--- src/rtl/exe_divider_pkg.sv ---
//==============================================================================
// Module   : exe_divider_pkg
// Brief    : Shared types and constants for the EXE-stage iterative divider.
// Revision : 1.0
//==============================================================================
`default_nettype none

package exe_divider_pkg;

    localparam int C_DIV_WIDTH = 32;

    typedef enum logic [1:0] {
        DIV_IDLE = 2'd0,
        DIV_CALC = 2'd1,
        DIV_DONE = 2'd2
    } DivStateType;

endpackage

`default_nettype wire

--- src/rtl/exe_divider_div_step.sv ---
//==============================================================================
// Module   : div_step
// Brief    : One combinational restoring-division iteration on {rem, quo}.
// Revision : 1.0
//==============================================================================
`default_nettype none

module div_step
    import exe_divider_pkg::*;
#(
    parameter int WIDTH = C_DIV_WIDTH
) (
    input  logic [2*WIDTH-1:0] i_rem_quo,
    input  logic [WIDTH-1:0]   i_divisor,
    output logic [2*WIDTH-1:0] o_rem_quo
);

    logic [WIDTH:0]   w_partial;
    logic             w_fits;
    logic [WIDTH-1:0] w_diff;

    // Shifted remainder needs one extra bit; when it fits, the difference is below the divisor.
    assign w_partial = i_rem_quo[2*WIDTH-1:WIDTH-1];
    assign w_fits    = (w_partial >= {1'b0, i_divisor});
    assign w_diff    = w_partial[WIDTH-1:0] - i_divisor;

    assign o_rem_quo = {(w_fits ? w_diff : w_partial[WIDTH-1:0]),
                        i_rem_quo[WIDTH-2:0],
                        w_fits};

endmodule

`default_nettype wire

--- src/rtl/exe_divider.sv ---
//==============================================================================
// Module   : exe_divider
// Brief    : Iterative restoring divider (DIV/DIVU) with pipeline stall and flush.
// Revision : 1.0
//==============================================================================
`default_nettype none

module exe_divider
    import exe_divider_pkg::*;
#(
    parameter int WIDTH = C_DIV_WIDTH
) (
    input  logic             clk,
    input  logic             rst,
    input  logic             start,
    input  logic             is_signed,
    input  logic [WIDTH-1:0] dividend,
    input  logic [WIDTH-1:0] divisor,
    input  logic             flush,
    output logic             stall,
    output logic             done,
    output logic [WIDTH-1:0] quotient,
    output logic [WIDTH-1:0] remainder
);

    localparam int                 C_CNT_W = $clog2(WIDTH) + 1;
    localparam logic [C_CNT_W-1:0] C_LAST  = C_CNT_W'(WIDTH - 1);

    DivStateType          r_state;
    DivStateType          w_state_next;
    logic [C_CNT_W-1:0]   r_count;
    logic [2*WIDTH-1:0]   r_rem_quo;
    logic [2*WIDTH-1:0]   w_rem_quo_next;
    logic [WIDTH-1:0]     r_divisor_mag;
    logic                 r_neg_quo;
    logic                 r_neg_rem;
    logic                 r_div_zero;
    logic [WIDTH-1:0]     r_quotient;
    logic [WIDTH-1:0]     r_remainder;

    logic                 w_accept;
    logic                 w_last;
    logic [WIDTH-1:0]     w_dvd_mag;
    logic [WIDTH-1:0]     w_dvs_mag;
    logic [WIDTH-1:0]     w_quo_raw;
    logic [WIDTH-1:0]     w_rem_raw;
    logic [WIDTH-1:0]     w_quo_fix;
    logic [WIDTH-1:0]     w_rem_fix;

    assign w_accept  = (r_state == DIV_IDLE) & start & ~flush;
    assign w_last    = (r_state == DIV_CALC) & (r_count == C_LAST);
    assign w_dvd_mag = (is_signed & dividend[WIDTH-1]) ? -dividend : dividend;
    assign w_dvs_mag = (is_signed & divisor[WIDTH-1])  ? -divisor  : divisor;

    div_step #(
        .WIDTH     (WIDTH)
    ) u_div_step (
        .i_rem_quo (r_rem_quo),
        .i_divisor (r_divisor_mag),
        .o_rem_quo (w_rem_quo_next)
    );

    // Fix-up works on the final step's result so outputs are valid on entry to DIV_DONE.
    assign w_quo_raw = w_rem_quo_next[WIDTH-1:0];
    assign w_rem_raw = w_rem_quo_next[2*WIDTH-1:WIDTH];
    assign w_quo_fix = r_div_zero ? {WIDTH{1'b1}} : (r_neg_quo ? -w_quo_raw : w_quo_raw);
    assign w_rem_fix = r_neg_rem ? -w_rem_raw : w_rem_raw;

    always_ff @(posedge clk or negedge rst) begin
        if (!rst) begin
            r_state <= DIV_IDLE;
        end else begin
            r_state <= w_state_next;
        end
    end

    always_comb begin
        w_state_next = r_state;
        case (r_state)
            DIV_IDLE: if (w_accept) w_state_next = DIV_CALC;
            DIV_CALC: if (r_count == C_LAST) w_state_next = DIV_DONE;
            DIV_DONE: w_state_next = DIV_IDLE;
            default:  w_state_next = DIV_IDLE;
        endcase
        if (flush) begin
            w_state_next = DIV_IDLE;
        end
        stall = w_accept | (r_state == DIV_CALC);
        done  = (r_state == DIV_DONE) & ~flush;
    end

    always_ff @(posedge clk or negedge rst) begin
        if (!rst) begin
            r_count       <= '0;
            r_rem_quo     <= '0;
            r_divisor_mag <= '0;
            r_neg_quo     <= 1'b0;
            r_neg_rem     <= 1'b0;
            r_div_zero    <= 1'b0;
            r_quotient    <= '0;
            r_remainder   <= '0;
        end else if (w_accept) begin
            r_count       <= '0;
            r_rem_quo     <= {{WIDTH{1'b0}}, w_dvd_mag};
            r_divisor_mag <= w_dvs_mag;
            r_neg_quo     <= is_signed & (dividend[WIDTH-1] ^ divisor[WIDTH-1]);
            r_neg_rem     <= is_signed & dividend[WIDTH-1];
            r_div_zero    <= (divisor == '0);
        end else if ((r_state == DIV_CALC) && !flush) begin
            r_rem_quo <= w_rem_quo_next;
            r_count   <= r_count + 1'b1;
            if (w_last) begin
                r_quotient  <= w_quo_fix;
                r_remainder <= w_rem_fix;
            end
        end
    end

    assign quotient  = r_quotient;
    assign remainder = r_remainder;

endmodule

`default_nettype wire
--- config.mk ---
export PLATFORM = sky130hd
export DESIGN_NAME = exe_divider
export DESIGN_NICKNAME = d
export VERILOG_FILES = /design/src/rtl/exe_divider_pkg.sv /design/src/rtl/exe_divider_div_step.sv /design/src/rtl/exe_divider.sv
export SDC_FILE = /design/constraint.sdc
export NUM_CORES = 1
export LEC_CHECK = 0
export CAP_MARGIN = 30
export CORE_MARGIN = 10
export CORE_UTILIZATION = 60
export CTS_CLUSTER_DIAMETER = 200
export DETAILED_ROUTE_END_ITERATION = 12
export PLACE_DENSITY_LB_ADDON = 0.05
export SYNTH_ARGS = -nofsm -noshare
export SYNTH_HDL_FRONTEND = slang
export SYNTH_SLANG_ARGS = --single-unit
--- constraint.sdc ---
create_clock -name clk -period 9.4 [get_ports clk]
set_input_delay 1.88 -clock clk [delete_from_list [all_inputs] [get_ports clk]]
set_output_delay 1.88 -clock clk [all_outputs]
set_load 0.005 [all_outputs]
# Yosys cells after proc, flatten, opt, wreduce, memory -nomap -nowiden
# Cells that the tools add are included.
[op_classes]
order_cmp = 1
n_eq_ne = 5
muxes = 14
reduce_logical = 7
bitwise_logic = 11
n_addsub = 6
[op_table]
columns = ["cell", "count"]
rows = [
  ["32-bit 2-to-1 mux", 6],
  ["64-bit 2-to-1 mux", 2],
  ["32-bit negator", 4],
  ["33-bit by 32-bit greater-or-equal comparator with 1-bit output", 1],
  ["32-bit logical NOT", 1],
  ["32-bit subtractor", 1],
  ["6-bit 2-to-1 mux", 2],
  ["1-bit bitwise AND", 7],
  ["6-bit by 1-bit adder with 6-bit output (second input constant)", 1],
  ["6-bit by 5-bit equality test with 1-bit output (second input constant)", 1],
  ["2-bit 2-to-1 mux", 3],
  ["3-bit inequality test (second input constant)", 2],
  ["2-bit case mux with 2 select lines", 1],
  ["3-bit AND reduction", 1],
  ["2-bit by 1-bit equality test with 1-bit output (second input constant)", 1],
  ["2-bit equality test (second input constant)", 1],
  ["2-bit logical NOT", 1],
  ["1-bit inverter", 2],
  ["2-bit AND reduction", 1],
  ["2-bit nonzero test", 1],
  ["1-bit logical AND", 1],
  ["1-bit logical NOT", 1],
  ["1-bit OR", 1],
  ["1-bit XOR", 1],
]
[word_totals]
word_cells = 53
register_bits = 171
output_inout_bits = 66
in_bits = 69

# Depth between registers and ports, before layout
[depth]
ltp_word = 6
ltp_mapped = 22
ltp_nobuf = 18

# Hierarchy
# From an unflattened synthesis, not the netlist that was laid out.
[hier_totals]
hier_cells = 1465
area_unflattened_um2 = 12120.4
[by_module_without_submodules]
columns = ["mod", "cells_each", "area_each_um2", "seq_area_each_um2", "instances"]
rows = [
  ["exe_divider", 1094, 9397.8, 4279.1, 1],
  ["div_step", 371, 2722.6, 0.0, 1],
]

# Least setup slack after synthesis
# OpenSTA, ideal clock, no wires.
[synth_timing]
kind = "input port to output port"
startpoint = "in flush"
endpoint = "out stall"
path_buffers = 3
t_required_ns = 7.520
path_stages = 5
slack_ns = 4.301
arrival_time_ns = 3.219
cell_sequence = "or4b_2 clkbuf_1 clkbuf_1 clkbuf_1 nand2_1"
[synth_via]
elab_chain_len = 3
[synth_lines]
columns = ["item", "line", "rtl"]
rows = [
  ["start, declared", "exe_divider.sv:19", "input logic flush,"],
  ["1-bit inverter", "exe_divider.sv:50", "assign w_accept = (r_state == DIV_IDLE) & start & ~flush;"],
  ["1-bit bitwise AND", "exe_divider.sv:50", ""],
  ["1-bit OR", "exe_divider.sv:88", "stall = w_accept | (r_state == DIV_CALC);"],
  ["end, declared", "exe_divider.sv:20", "output logic stall,"],
]
# Every way passes these cells.

# Worst setup path in the final report
# Ends and elaborated chain as after synthesis.

==> metrics.md <==
| Metric | Value |
|---|---|
| Status | `finished, final reports clean` |
| Core region area | `between 15000 and 20000 µm²` |
| Final Hold Fails | `0` |
| Non-filler cells, final | `1849` |
| Crit path max fanout | `5` |
| Post-synth EDFFs | `0` |
| Reg area | `4280 µm²` |
| Nets@finish | `1678` |
| GPL Wtd Cong | `roughly 0.96` |
| Top FF cell, synth | `dfrtp_1` |
| RSZ-0062 raised after global routing | `false` |
| WP data required | `~7.5 ns` |
| Yosys reg bits | `171` |
| Routed Antenna Nets | `0` |
| Cells after synthesis | `about 1500` |
| Filler cells | `1624` |
| Post-CTS Setup Bufs | `0` |
| Slew @ Worst Pin | `1.02 ns` |
| CP endpoint kind | `output port` |
| Yosys cell types | `69` |
| Placed cell area | `13400 µm²` |
| Root buf cell | `clkbuf_16` |
| Vias | `between 10000 and 15000` |
| Vias/cell | `between 6 and 7` |
| Total GRT Usage | `0.264` |
| Max Fclk | `approximately 190 MHz` |
| Fin crit period | `5.40 ns` |
| Share of layout cells above drive strength 1 | `0.0410` |
| Slew headroom | `0.304` |
| First-pass GRT wire length | `around 57000 µm` |
| Die area | `25900 µm²` |
| Crit path DAT | `about 3.5 ns` |
| Mean Syn Cell Area | `~8.0 µm²` |
| Clock transition at path regs | `0.07 ns` |
| CTS tree | `built` |
| Clk_lat worst skew | `around 0.44 ns` |
| Sink Count | `171` |
| DRC viols | `0` |
| Largest net degree at the start of global routing | `104` |
| Synth area leaders | `dfrtp_1 36%, nand2_1 7.7%, o21ai_0 6.8%, xor2_1 5.6%, xnor2_1 4.8%` |
| Vias in the first global route | `10900` |
| H-tree levels | `4` |
| CTS Buffer Depth | `2` |
| Diode count | `0` |
| Pwr Density | `just over 300 nW/µm²` |
| Commonest non-fill, non-tap cell in the layout | `nand2_1` |
| Hold WS | `0.478 ns` |
| Hold Path Class | `reg2reg` |
| Die Width | `161 µm` |
| Yosys top cell area share | `0.359` |
| Pre-antenna DRT Iters | `5` |
| TNS Setup | `0 ns` |
| Async SR Flop Fraction | `1.00` |
| Final Max Slew Viols | `0` |
| Sequential share of the synthesized area | `0.359` |
| Cells after DPL | `~1800` |
| Rows | `51` |
| Gr ovfl total | `0` |
| Leading area contributor after synthesis | `dfrtp_1` |
| HPWL Detailed | `26300 µm` |
| Non-Filler Cell Area, Final | `14000 µm²` |
| Final setup skew | `0.00942 ns` |
| Syn Std Cell Area | `11900 µm²` |
| Final core occ | `0.718` |
| YS warnings | `0` |
| CP max stage delay | `0.57 ns` |
| Reg2Reg Depth | `16` |
| Hold_buf cts | `0` |
| # setup viols final | `0` |
| Initial antenna violation count | `0` |
| Initial Utilization | `0.611` |
| P&R area growth vs syn | `17.4%` |
| # IOs | `~140` |
| Hold path depth | `2` |
| Initial DRC Count | `1231` |
| Syn Nets | `1597` |
| Peak supply drop | `approximately 0.17 mV` |
| Inserted Clock Buffers | `17` |
| I/O Buffers | `134` |
| Wire length per cell after detailed routing | `19.0 µm` |
| Cts repair resizes | `0` |
| Max Cap Viol | `0` |
| Multi-input logic area | `7150 µm²` |
| Most frequent cells in the layout | `244 x nand2_1, 171 x dfrtp_1, 161 x o21ai_0, 133 x clkdlybuf4s50_1, 123 x nor2_1` |
| Crit-path cells | `clkdlybuf4s50_1, or4b_4, nand2_1, clkdlybuf4s50_1` |
| Cell mode on critical path | `clkdlybuf4s50_1` |
| Die H | `161 µm` |
| Setup crit start kind | `input pin` |
| Final period util | `0.574` |
| CP max-delay cell | `or4b_4` |
| Crit path kind | `in2out` |
| Leakage | `5.98 nW` |
| Routed Wire Length | `approximately 35000 µm` |
## registers in the layout, summed over array words and instances (netlist names)
name	flops
r_divisor_mag	32
remainder	32
r_count	6
r_rem_quo	64
r_state	2
r_div_zero	1
quotient	32
r_neg_quo	1
r_neg_rem	1
## worst max-delay path: cells and delay by family
family | cells | cell delay (ns)
buffers and inverters | 2 | 1.00
and+or+nand+nor | 2 | 0.65
## metrics by stage
step                setup WS, ns  power (mW)
floorplan                   4.30        2.79
detailed placement          4.00        3.44
finish                      4.00        4.25
global placement            4.01        3.40
global route                3.91        4.53
CTS                         3.99        4.19
## final cells by class
| type | count | area share |
|---|---|---|
| clock buffers | 18 | 0.0313 |
| clock inverters | 14 | 0.0123 |
| inverters | 56 | 0.0150 |
| multi-input cells | 1180 | 0.510 |
| flip-flops and latches | 171 | 0.305 |
| well taps | 265 | 0.0237 |
| repair buffers | 145 | 0.103 |
## power by group
part / internal, mW / switching (mW)
Sequential: 0.858 / 0.175
Combinational: 0.902 / 1.59
Clock: 0.388 / 0.339
Total: 2.15 / 2.11
## cell usage after synthesis, types with 6 or more instances
| cell | count |
|---|---|
| nor4_1 | 9 |
| xnor2_1 | 65 |
| mux2i_1 | 11 |
| nand2b_1 | 10 |
| or4_1 | 11 |
| a21o_1 | 15 |
| xor2_1 | 76 |
| a211oi_1 | 11 |
| nand2_1 | 245 |
| ha_1 | 37 |
| o21ai_1 | 6 |
| nor3_1 | 31 |
| o31ai_1 | 23 |
| clkbuf_1 | 72 |
| a21oi_1 | 90 |
| o31a_1 | 6 |
| nand3_1 | 12 |
| a31oi_1 | 48 |
| o211ai_1 | 6 |
| nand4_1 | 15 |
| o41ai_1 | 16 |
| or3_1 | 27 |
| o21a_1 | 7 |
| buf_1 | 6 |
| and2_1 | 14 |
| inv_1 | 56 |
| dfrtp_1 | 171 |
| o21ai_0 | 161 |
| nor2_1 | 126 |
| and3_1 | 10 |
| and4_1 | 7 |
## routing by layer
layer	part of all wire	wire, µm	global-route usage
met1	0.46	16000	0.386
met2	0.43	15200	0.386
met3	0.095	3360	0.0549
met4	0.018	626	0.0728
met5	0	0	0
## logic make-up after synthesis
logic type / share of synthesized area
flip-flops: 0.359
adder cells (fa/ha/maj): 0.0405
multiplexers: 0.0111
AO/OA/AOI/OAI: 0.235
XOR/XNOR: 0.103
buffers and inverters: 0.0448
AND/OR/NAND/NOR: 0.206
## path summary, 6_finish.rpt
kind | start | to | slack [ns]
worst max-delay path | flush | stall | 4.00
worst min-delay path | remainder[10] | remainder[10] | 0.48
worst min register to register | remainder[10] | remainder[10] | 0.48
max in group asynchronous | rst | r_neg_quo | 6.36
worst max register to register | r_rem_quo[37] | remainder[30] | 4.22
min in group asynchronous | rst | remainder[15] | 1.54
No activity file was read; power rests on OpenSTA's default activity.
